==> src/rtl/ysyx_23060332_wbu.sv <==
// Write-back stage: retires EXU/LSU results into the register file, waits for and extracts load data.
// Optional retire counter on commit_cnt is built only when YSYX_23060332_WBU_PERF_EN is defined.
module ysyx_23060332_wbu #(
  parameter int DATA_W  = 32,
  parameter int ADDR_W  = 5,
  parameter int TIMEOUT = 255
) (
  input  logic              clk,
  input  logic              rst,
  input  logic              in_valid,
  output logic              in_ready,
  input  logic [ADDR_W-1:0] in_rd,
  input  logic              in_wen,
  input  logic [DATA_W-1:0] in_result,
  input  logic              in_is_load,
  input  logic [2:0]        in_ld_type,
  input  logic              mem_rvalid,
  input  logic [DATA_W-1:0] mem_rdata,
  output logic              mem_rready,
  output logic [ADDR_W-1:0] waddr,
  output logic [DATA_W-1:0] wdata,
  output logic              reg_wen,
  output logic              commit,
  output logic              wb_busy,
  output logic [ADDR_W-1:0] wb_busy_rd,
  output logic              load_err,
  output logic [31:0]       commit_cnt
);
  localparam logic [0:0] S_IDLE = 1'b0;
  localparam logic [0:0] S_WAIT = 1'b1;

  logic [0:0]        state_q, state_d;
  logic [7:0]        cnt_q, cnt_d;
  logic [ADDR_W-1:0] rd_q, rd_d;
  logic              wen_q, wen_d;
  logic [1:0]        addr_q, addr_d;
  logic [2:0]        ldt_q, ldt_d;
  logic [ADDR_W-1:0] waddr_q, waddr_d, busy_rd_q, busy_rd_d;
  logic [DATA_W-1:0] wdata_q, wdata_d;
  logic              reg_wen_q, reg_wen_d, commit_q, commit_d;
  logic              busy_q, busy_d, err_q, err_d;

  logic              acc, pend, ld_bad;
  logic [DATA_W-1:0] byte_sh, half_sh, ld_data;

  assign in_ready   = (state_q == S_IDLE);
  assign mem_rready = (state_q == S_WAIT);
  assign acc        = in_valid && in_ready;
  assign pend       = wen_q && (rd_q != '0);

  assign byte_sh = mem_rdata >> {addr_q, 3'b000};
  assign half_sh = mem_rdata >> {addr_q[1], 4'b0000};

  always_comb begin
    ld_data = '0;
    ld_bad  = 1'b0;
    case (ldt_q)
      3'd0: ld_data = {{(DATA_W-8){byte_sh[7]}}, byte_sh[7:0]};
      3'd1: begin
        ld_data = {{(DATA_W-16){half_sh[15]}}, half_sh[15:0]};
        ld_bad  = addr_q[0];
      end
      3'd2: begin
        ld_data = mem_rdata;
        ld_bad  = (addr_q != 2'b00);
      end
      3'd4: ld_data = {{(DATA_W-8){1'b0}}, byte_sh[7:0]};
      3'd5: begin
        ld_data = {{(DATA_W-16){1'b0}}, half_sh[15:0]};
        ld_bad  = addr_q[0];
      end
      default: ld_bad = 1'b1;
    endcase
  end

  always_comb begin
    state_d   = state_q;
    cnt_d     = cnt_q;
    rd_d      = rd_q;
    wen_d     = wen_q;
    addr_d    = addr_q;
    ldt_d     = ldt_q;
    waddr_d   = waddr_q;
    wdata_d   = wdata_q;
    reg_wen_d = 1'b0;
    commit_d  = 1'b0;
    busy_d    = 1'b0;
    busy_rd_d = '0;
    err_d     = err_q;
    if (state_q == S_IDLE) begin
      if (acc) begin
        rd_d   = in_rd;
        wen_d  = in_wen;
        addr_d = in_result[1:0];
        ldt_d  = in_ld_type;
        if (in_is_load) begin
          state_d = S_WAIT;
          cnt_d   = '0;
          busy_d  = in_wen && (in_rd != '0);
        end else begin
          reg_wen_d = in_wen && (in_rd != '0);
          waddr_d   = in_rd;
          wdata_d   = in_result;
          commit_d  = 1'b1;
          busy_d    = reg_wen_d;
        end
        busy_rd_d = busy_d ? in_rd : '0;
      end
    end else begin
      if (mem_rvalid) begin
        // Bad loads still drain the response and retire, just without a write.
        state_d   = S_IDLE;
        commit_d  = 1'b1;
        reg_wen_d = pend && !ld_bad;
        waddr_d   = rd_q;
        wdata_d   = ld_bad ? '0 : ld_data;
        err_d     = err_q | ld_bad;
        busy_d    = reg_wen_d;
      end else begin
        cnt_d = cnt_q + 8'd1;
        if (cnt_q == 8'(TIMEOUT - 1)) begin
          state_d = S_IDLE;
          err_d   = 1'b1;
        end else begin
          busy_d = pend;
        end
      end
      busy_rd_d = busy_d ? rd_q : '0;
    end
  end

  always_ff @(posedge clk or negedge rst) begin
    if (!rst) begin
      state_q   <= S_IDLE;
      cnt_q     <= '0;
      rd_q      <= '0;
      wen_q     <= 1'b0;
      addr_q    <= '0;
      ldt_q     <= '0;
      waddr_q   <= '0;
      wdata_q   <= '0;
      reg_wen_q <= 1'b0;
      commit_q  <= 1'b0;
      busy_q    <= 1'b0;
      busy_rd_q <= '0;
      err_q     <= 1'b0;
    end else begin
      state_q   <= state_d;
      cnt_q     <= cnt_d;
      rd_q      <= rd_d;
      wen_q     <= wen_d;
      addr_q    <= addr_d;
      ldt_q     <= ldt_d;
      waddr_q   <= waddr_d;
      wdata_q   <= wdata_d;
      reg_wen_q <= reg_wen_d;
      commit_q  <= commit_d;
      busy_q    <= busy_d;
      busy_rd_q <= busy_rd_d;
      err_q     <= err_d;
    end
  end

  assign waddr      = waddr_q;
  assign wdata      = wdata_q;
  assign reg_wen    = reg_wen_q;
  assign commit     = commit_q;
  assign wb_busy    = busy_q;
  assign wb_busy_rd = busy_rd_q;
  assign load_err   = err_q;

`ifdef YSYX_23060332_WBU_PERF_EN
  logic [31:0] perf_q;
  always_ff @(posedge clk or negedge rst) begin
    if (!rst)          perf_q <= '0;
    else if (commit_d) perf_q <= perf_q + 32'd1;
  end
  assign commit_cnt = perf_q;
`else
  assign commit_cnt = '0;
`endif

endmodule

==> config.mk <==
export PLATFORM = sky130hd
export DESIGN_NAME = ysyx_23060332_wbu
export DESIGN_NICKNAME = d
export VERILOG_FILES = /design/src/rtl/ysyx_23060332_wbu.sv
export SDC_FILE = /design/constraint.sdc
export NUM_CORES = 1
export LEC_CHECK = 0
export ABC_AREA = 1
export CORE_ASPECT_RATIO = 1.1
export CORE_MARGIN = 5
export CORE_UTILIZATION = 49
export CTS_BUF_LIST = sky130_fd_sc_hd__clkbuf_4
export CTS_CLUSTER_SIZE = 24
export DETAILED_ROUTE_END_ITERATION = 7
export GPL_TIMING_DRIVEN = 0
export PLACE_DENSITY = 0.86
export SLEW_MARGIN = 25
export SYNTH_ARGS = -nofsm -noshare
export SYNTH_HDL_FRONTEND = slang
export SYNTH_SLANG_ARGS = --single-unit
==> constraint.sdc <==
create_clock -name clk -period 2.6 [get_ports clk]
set_input_delay 0.52 -clock clk [delete_from_list [all_inputs] [get_ports clk]]
set_output_delay 0.52 -clock clk [all_outputs]
set_load 0.01 [all_outputs]
==> results of run 1 <==
==> kinds of logic (layout without fill, tap and decap cells) <==
logic type / after synthesis / in the layout / synth area share (%)
other: 1 / 32 / 0.0914
AND/OR/NAND/NOR: 291 / 291 / 29.9
adder cells (fa/ha/maj): 2 / 2 / 0.610
XOR/XNOR: 2 / 2 / 0.427
flip-flops: 66 / 66 / 40.3
AO/OA/AOI/OAI: 116 / 116 / 14.7
buffers and inverters: 112 / 254 / 14.0
==> critical path: cells and delay by family, from the launching register on <==
kind,cells,cell delay [ns]
buffers and inverters,3,1.08
flip-flops,1,0.36
==> sequential cells by signal, summed over array words and instances, names as in the netlist <==
name        flops
rd_q            5
ldt_q           3
addr_q          2
load_err        1
wdata          32
wen_q           1
wb_busy         1
reg_wen         1
commit          1
waddr           5
wb_busy_rd      5
cnt_q           8
mem_rready      1
==> area by class of cell <==
class / count / share of cell area (%)
Multi-Input combinational cell: 443 / 34.2
Sequential cell: 66 / 28.3
Timing Repair Buffer: 127 / 22.0
Buffer: 55 / 6.15
Inverter: 56 / 3.62
Tap cell: 111 / 2.38
Clock inverter: 7 / 2.14
Clock buffer: 9 / 1.16
==> worst max-delay path by stage <==
stage                                       end  slack, ns  cells past startpoint
after global placement    wdata[19]$_DFFE_PN0P_      -1.14                      1
after CTS                              in_ready       0.21                      3
after global routing                   in_ready       0.15                      3
after floorplan                        in_ready       1.07                      3
final                                  in_ready       0.22                      3
after detailed placement  wdata[23]$_DFFE_PN0P_       0.13                      8
==> layer usage <==
layer | global-route usage, % | wire length (um)
met5 | 0 | 0
met3 | 6.89 | 927
met1 | 29.3 | 5090
met2 | 44.7 | 6390
met4 | 8.01 | 285
==> synthesized netlist by cell type (2+ instances only) <==
master    count  area share (%)
clkbuf_1     13             1.2
nor2_1       76             7.0
nand3b_1      5            0.92
nor2_4        4             1.1
nand2_2       3            0.46
dfrtp_1      66              40
buf_4        37             6.8
nand4_1       3            0.46
clkinv_1      2            0.18
xor2_1        2            0.43
ha_1          2            0.61
nor2_8        2            0.98
o22ai_1       4            0.61
inv_1        51             4.7
buf_2         5            0.61
nor3_1        4            0.49
o21ai_0      36             4.4
a31oi_1       5            0.76
a21oi_1      60             7.3
nand3_1      18             2.2
nand2_1     174              16
inv_2         3            0.27
o21ai_1       7            0.85
==> where the power goes <==
part / switching (mW) / internal, mW
clock: 0.429 / 0.495
combinational: 0.788 / 0.699
sequential: 0.139 / 1.23
total: 1.36 / 2.43
==> metrics by stage <==
step	TNS, ns	cell area (um2)	worst slack, ns	total power [mW]	instances
6_report	0	5830	0.222	3.78	874
2_1_floorplan	0	4220	1.07	2.15	621
5_1_grt	0	5830	0.147	4.02	874
3_3_place_gp	-74.96	5610	-1.14	2.83	857
3_5_place_dp	0	5630	0.129	2.87	858
4_1_cts	0	5830	0.210	3.79	874
==> repair_timing <==
item,4_1_cts,5_1_grt
endpoints found under the setup margin,1,0
resized for setup,1,0
hold endpoints to repair,18,0
hold buffers,1,0
==> impl_metrics.xml, run 1 <==
<?xml version="1.0" encoding="UTF-8"?>
<metrics>
  <group name="clock_network">
    <metric name="clk_path_buf_depth" unit="">2</metric>
    <metric name="clkLatencyLatePin" unit="ns">0.42</metric>
    <metric name="cts_setup_buffers" unit="">0</metric>
    <metric name="cts-htree-levels" unit="">3</metric>
    <metric name="cts_inserted_buffers" unit="">9</metric>
    <metric name="clk_root_buffer_cell" unit="">clkbuf_4</metric>
    <metric name="tritoncts" unit="">done</metric>
    <metric name="cts_num_sinks" unit="">66</metric>
    <metric name="clk_transition_reported_paths" unit="ns">0.11</metric>
  </group>
  <group name="sta">
    <metric name="timing.max_slew.rel_slack" unit="%">54.7</metric>
    <metric name="setup_repair_after_global_routing_missed_its_margin" unit="">false</metric>
    <metric name="finalCriticalPeriod" unit="ns">2.38</metric>
    <metric name="hold_viol" unit="">0</metric>
    <metric name="timing_max_transition_violations_final" unit="">0</metric>
    <metric name="fmax" unit="MHz">421</metric>
    <metric name="fin_worst_hold_slack" unit="ns">0.485</metric>
    <metric name="worst_slew_pin_slew" unit="ns">0.679</metric>
    <metric name="layout_worst_path_cycle_share" unit="%">91.5</metric>
    <metric name="finalSetupViolCount" unit="">0</metric>
    <metric name="finClkSkew" unit="ns">0.0127</metric>
  </group>
  <group name="global_route">
    <metric name="gr-total-overflow" unit="">0</metric>
    <metric name="grt_pass1_wl" unit="um">21000</metric>
    <metric name="grt_pass1_vias" unit="">4421</metric>
    <metric name="antenna_found_initial" unit="">0</metric>
    <metric name="grtUsageTotal" unit="%">25.1</metric>
    <metric name="grt_max_degree" unit="">49</metric>
  </group>
  <group name="setup_path">
    <metric name="timing.critical_path.from" unit="">mem_rready$_DFF_PN0_</metric>
    <metric name="start_of_the_worst_register_to_register_path" unit="">mem_rready$_DFF_PN0_</metric>
    <metric name="worstSetupEndpointType" unit="">output pin</metric>
    <metric name="slowest_delay" unit="ns">0.58</metric>
    <metric name="rr_worst_depth" unit="">8</metric>
    <metric name="worst-endpoint-required" unit="ns">2.08</metric>
    <metric name="worstPathMaxFanout" unit="">16</metric>
    <metric name="cpMaxStageDelayCell" unit="">clkdlybuf4s50_1</metric>
    <metric name="cp_cell_sequence" unit="">buf_2 -&gt; clkinv_2 -&gt; clkdlybuf4s50_1</metric>
    <metric name="timing.rr.end" unit="">wdata[23]$_DFFE_PN0P_</metric>
    <metric name="worst_ep_arrival_time" unit="ns">1.86</metric>
    <metric name="worst-r2r-setup-slack" unit="ns">0.59</metric>
    <metric name="worstSetupStartpointType" unit="">register</metric>
    <metric name="crit_type" unit="">register to output pin</metric>
  </group>
  <group name="power">
    <metric name="ir_drop" unit="V">0.000351</metric>
    <metric name="power.density_cell_area" unit="nW/um2">648</metric>
    <metric name="leakage" unit="nW">2.89</metric>
  </group>
  <group name="placement">
    <metric name="place.gp.congestion" unit="">0.901</metric>
    <metric name="place_hpwl" unit="um">10100</metric>
    <metric name="buffer_ports.inserted" unit="">125</metric>
  </group>
  <group name="floorplan">
    <metric name="core_area" unit="um2">8280</metric>
    <metric name="die_height" unit="um">106</metric>
    <metric name="floorplan.die.width" unit="um">97.2</metric>
    <metric name="num_rows" unit="">35</metric>
    <metric name="die_ar" unit="um2">10300</metric>
    <metric name="boundaryPins" unit="">158</metric>
    <metric name="start_util" unit="%">49.6</metric>
  </group>
  <group name="synth">
    <metric name="synth-edff-count" unit="">0</metric>
    <metric name="synthCells" unit="">590</metric>
    <metric name="synthesis.yosys.warnings" unit="">0</metric>
    <metric name="synth_ff_type" unit="">dfrtp_1</metric>
    <metric name="ys_seq_area_share" unit="%">40.3</metric>
    <metric name="postSynth.asyncResetShare" unit="%">100</metric>
    <metric name="synth.cell_area" unit="um2">4100</metric>
    <metric name="average_cell_area_after_synthesis" unit="um2">6.95</metric>
    <metric name="synth_cell_type_count" unit="">31</metric>
    <metric name="ys_seq_elements" unit="">66</metric>
  </group>
  <group name="finish">
    <metric name="multiInputGateArea" unit="um2">1990</metric>
    <metric name="fill_cells" unit="">681</metric>
    <metric name="finish.net_count" unit="">838</metric>
    <metric name="syn_to_final_growth" unit="%">42.2</metric>
    <metric name="fraction_of_final_layout_cells_with_drive_strength_greater_than_1" unit="%">10.2</metric>
    <metric name="antenna_diode_count" unit="">0</metric>
    <metric name="finish.utilization" unit="%">70.5</metric>
    <metric name="layout_common_cells" unit="">nand2_1, clkdlybuf4s50_1, nor2_1, dfrtp_1, a21oi_1</metric>
    <metric name="area.sequential" unit="um2">1650</metric>
    <metric name="layout.cells.most_common" unit="">nand2_1</metric>
  </group>
  <group name="routing">
    <metric name="antenna_left" unit="">0</metric>
    <metric name="vias" unit="">4319</metric>
    <metric name="drt_iter0_markers" unit="">189</metric>
    <metric name="drt-total-wl" unit="um">12700</metric>
    <metric name="wl_per_cell" unit="um">14.5</metric>
    <metric name="post_drt_via_cell_ratio" unit="">4.94</metric>
    <metric name="drt_pass1_iterations" unit="">5</metric>
    <metric name="drc_errors" unit="">0</metric>
  </group>
  <group name="worst_hold_path">
    <metric name="critical_hold_path_startpoint" unit="">wen_q$_DFFE_PN0P_</metric>
    <metric name="min_path_type" unit="">register to register</metric>
    <metric name="hold-path-endpoint" unit="">wen_q$_DFFE_PN0P_</metric>
    <metric name="hold_path_depth" unit="">2</metric>
  </group>
  <group name="flow_run">
    <metric name="maxCapViolations" unit="">0</metric>
  </group>
  <group name="outcome">
    <metric name="outcome" unit="">completed</metric>
  </group>
</metrics>
Power figures use the tool's default switching activity.
==> run 2, diff against run 1 <==
- CORE_UTILIZATION: 49 -> 48
- CTS_BUF_LIST: sky130_fd_sc_hd__clkbuf_4 -> default
- PLACE_DENSITY: 0.86 -> 0.85
- TNS_END_PERCENT: default -> 10
- clock period: 2.6 -> 2.95 ns (I/O delays scaled with it)
==> impl_metrics.xml, run 2 (same netlist as run 1, synthesis figures left out) <==
<?xml version="1.0" encoding="UTF-8"?>
<metrics>
  <group name="outcome">
    <metric name="outcome" unit="">completed</metric>
  </group>
  <group name="sta">
    <metric name="hold_viol" unit="">0</metric>
    <metric name="setup_repair_after_global_routing_missed_its_margin" unit="">false</metric>
    <metric name="finalCriticalPeriod" unit="ns">2.75</metric>
    <metric name="worst_slew_pin_slew" unit="ns">0.632</metric>
    <metric name="finalSetupViolCount" unit="">0</metric>
    <metric name="timing_max_transition_violations_final" unit="">0</metric>
    <metric name="fmax" unit="MHz">363</metric>
    <metric name="timing.max_slew.rel_slack" unit="%">57.9</metric>
    <metric name="timing.final.ws_setup" unit="ns">0.197</metric>
    <metric name="finClkSkew" unit="ns">0.0153</metric>
    <metric name="fin_worst_hold_slack" unit="ns">0.105</metric>
    <metric name="layout_worst_path_cycle_share" unit="%">93.3</metric>
    <metric name="setup_total_negative_slack" unit="ns">0</metric>
  </group>
  <group name="clock_network">
    <metric name="post_cts.resized_instances" unit="">0</metric>
    <metric name="clkLatencyLatePin" unit="ns">0.36</metric>
    <metric name="tritoncts" unit="">done</metric>
    <metric name="cts_num_sinks" unit="">66</metric>
    <metric name="clk_transition_reported_paths" unit="ns">0.09</metric>
    <metric name="clk_path_buf_depth" unit="">2</metric>
    <metric name="cts_inserted_buffers" unit="">9</metric>
    <metric name="cts_setup_buffers" unit="">0</metric>
    <metric name="clk_root_buffer_cell" unit="">clkbuf_8</metric>
    <metric name="cts-htree-levels" unit="">3</metric>
    <metric name="ctsHoldBuffers" unit="">0</metric>
  </group>
  <group name="setup_path">
    <metric name="crit_type" unit="">register to output pin</metric>
    <metric name="worst_ep_arrival_time" unit="ns">2.16</metric>
    <metric name="worst-endpoint-required" unit="ns">2.36</metric>
    <metric name="worstPathMaxFanout" unit="">10</metric>
    <metric name="rr_worst_depth" unit="">7</metric>
    <metric name="worstSetupEndpointType" unit="">output pin</metric>
    <metric name="worstSetupStartpointType" unit="">register</metric>
    <metric name="start_of_the_worst_register_to_register_path" unit="">mem_rready$_DFF_PN0_</metric>
    <metric name="timing.critical_path.from" unit="">mem_rready$_DFF_PN0_</metric>
  </group>
  <group name="floorplan">
    <metric name="die_height" unit="um">107</metric>
    <metric name="die_ar" unit="um2">10500</metric>
    <metric name="boundaryPins" unit="">158</metric>
    <metric name="core_area" unit="um2">8360</metric>
    <metric name="num_rows" unit="">35</metric>
    <metric name="start_util" unit="%">49.1</metric>
    <metric name="floorplan.die.width" unit="um">98.2</metric>
  </group>
  <group name="routing">
    <metric name="wl_per_cell" unit="um">15.0</metric>
    <metric name="drt_iter0_markers" unit="">277</metric>
    <metric name="vias" unit="">4352</metric>
    <metric name="drc_errors" unit="">0</metric>
    <metric name="drt-total-wl" unit="um">13100</metric>
    <metric name="drt_pass1_iterations" unit="">5</metric>
    <metric name="antenna_left" unit="">0</metric>
    <metric name="post_drt_via_cell_ratio" unit="">4.98</metric>
  </group>
  <group name="finish">
    <metric name="fill_cells" unit="">706</metric>
    <metric name="flip_flop_count_of_the_largest_register_all_copies_and_words_added" unit="">32</metric>
    <metric name="multiInputGateArea" unit="um2">1990</metric>
    <metric name="layout_common_cells" unit="">nand2_1, clkdlybuf4s50_1, nor2_1, dfrtp_1, a21oi_1</metric>
    <metric name="syn_to_final_growth" unit="%">43.4</metric>
    <metric name="layout.cells.most_common" unit="">nand2_1</metric>
    <metric name="antenna_diode_count" unit="">0</metric>
    <metric name="fraction_of_final_layout_cells_with_drive_strength_greater_than_1" unit="%">10.1</metric>
    <metric name="area.sequential" unit="um2">1650</metric>
    <metric name="finish.net_count" unit="">838</metric>
  </group>
  <group name="global_route">
    <metric name="grt_pass1_wl" unit="um">21100</metric>
    <metric name="gr-total-overflow" unit="">0</metric>
    <metric name="grtUsageTotal" unit="%">25.0</metric>
    <metric name="grt_max_degree" unit="">50</metric>
    <metric name="grt_pass1_vias" unit="">4543</metric>
    <metric name="antenna_found_initial" unit="">0</metric>
  </group>
  <group name="worst_hold_path">
    <metric name="min_path_type" unit="">input port to asynchronous set/reset pin</metric>
  </group>
  <group name="power">
    <metric name="ir_drop" unit="V">0.000346</metric>
    <metric name="power.density_cell_area" unit="nW/um2">595</metric>
    <metric name="design_power_total" unit="mW">3.50</metric>
    <metric name="leakage" unit="nW">2.91</metric>
  </group>
  <group name="placement">
    <metric name="placement.setup.worst_slack" unit="ns">0.417</metric>
    <metric name="place_hpwl" unit="um">10200</metric>
    <metric name="buffer_ports.inserted" unit="">125</metric>
    <metric name="place.gp.congestion" unit="">0.914</metric>
  </group>
  <group name="flow_run">
    <metric name="maxCapViolations" unit="">0</metric>
  </group>
</metrics>
-- run 2: cell types whose count changed in the layout (fill, tap and decap cells not counted), sizes merged --
cell         delta
dlygate4sd3     -1
clkbuf          +1
-- run 2: per-stage QoR --
stage / utilization (%) / area (um2) / cells
finish: 70.3 / 5880 / 874
global route: 70.3 / 5880 / 874
detailed placement: 67.4 / 5630 / 858
global placement: 67.1 / 5610 / 857
floorplan: - / 4220 / 621
CTS: 70.3 / 5880 / 874
-- run 2: final cells by class --
| cell class | instances | share of cell area [%] |
|---|---|---|
| multi-input cells | 443 | 33.9 |
| flip-flops and latches | 66 | 28.1 |
| repair buffers | 126 | 21.7 |
| plain buffers | 56 | 6.17 |
| inverters | 56 | 3.57 |
| well taps | 111 | 2.36 |
| clock inverters | 7 | 2.13 |
| clock buffers | 9 | 2.11 |
-- run 2: critical path, stage by stage, from the launching register on --
cell	delay, ns
dfrtp_1	0.38
buf_2	0.18
clkinv_1	0.20
clkbuf_1	0.42
clkdlybuf4s50_1	0.63
-- run 2: power breakdown --
part           internal (mW)  switching [mW]  leakage [nW]
Combinational          0.616           0.701          1.98
Sequential              1.09           0.122         0.797
Clock                  0.569           0.405         0.124
-- run 2: final timing paths --
check,to,slack [ns]
setup / recovery,in_ready,0.20
hold / removal,wdata[2]$_DFFE_PN0P_,0.10
setup reg to reg,wdata[17]$_DFFE_PN0P_,1.01
hold reg to reg,wen_q$_DFFE_PN0P_,0.47
max in group asynchronous,ldt_q[0]$_DFFE_PN0P_,2.32
min in group clk,wen_q$_DFFE_PN0P_,0.47
-- run 2: per-layer routing --
layer  vias to the layer above  global-route usage (%)  part of all wire (%)
met2                       176                    46.6                    52
met5                         -                       0                     0
li1                       2140                       -                     -
met1                      2007                    27.4                    38
met3                        29                    6.90                   7.3
met4                         0                    7.80                   2.3
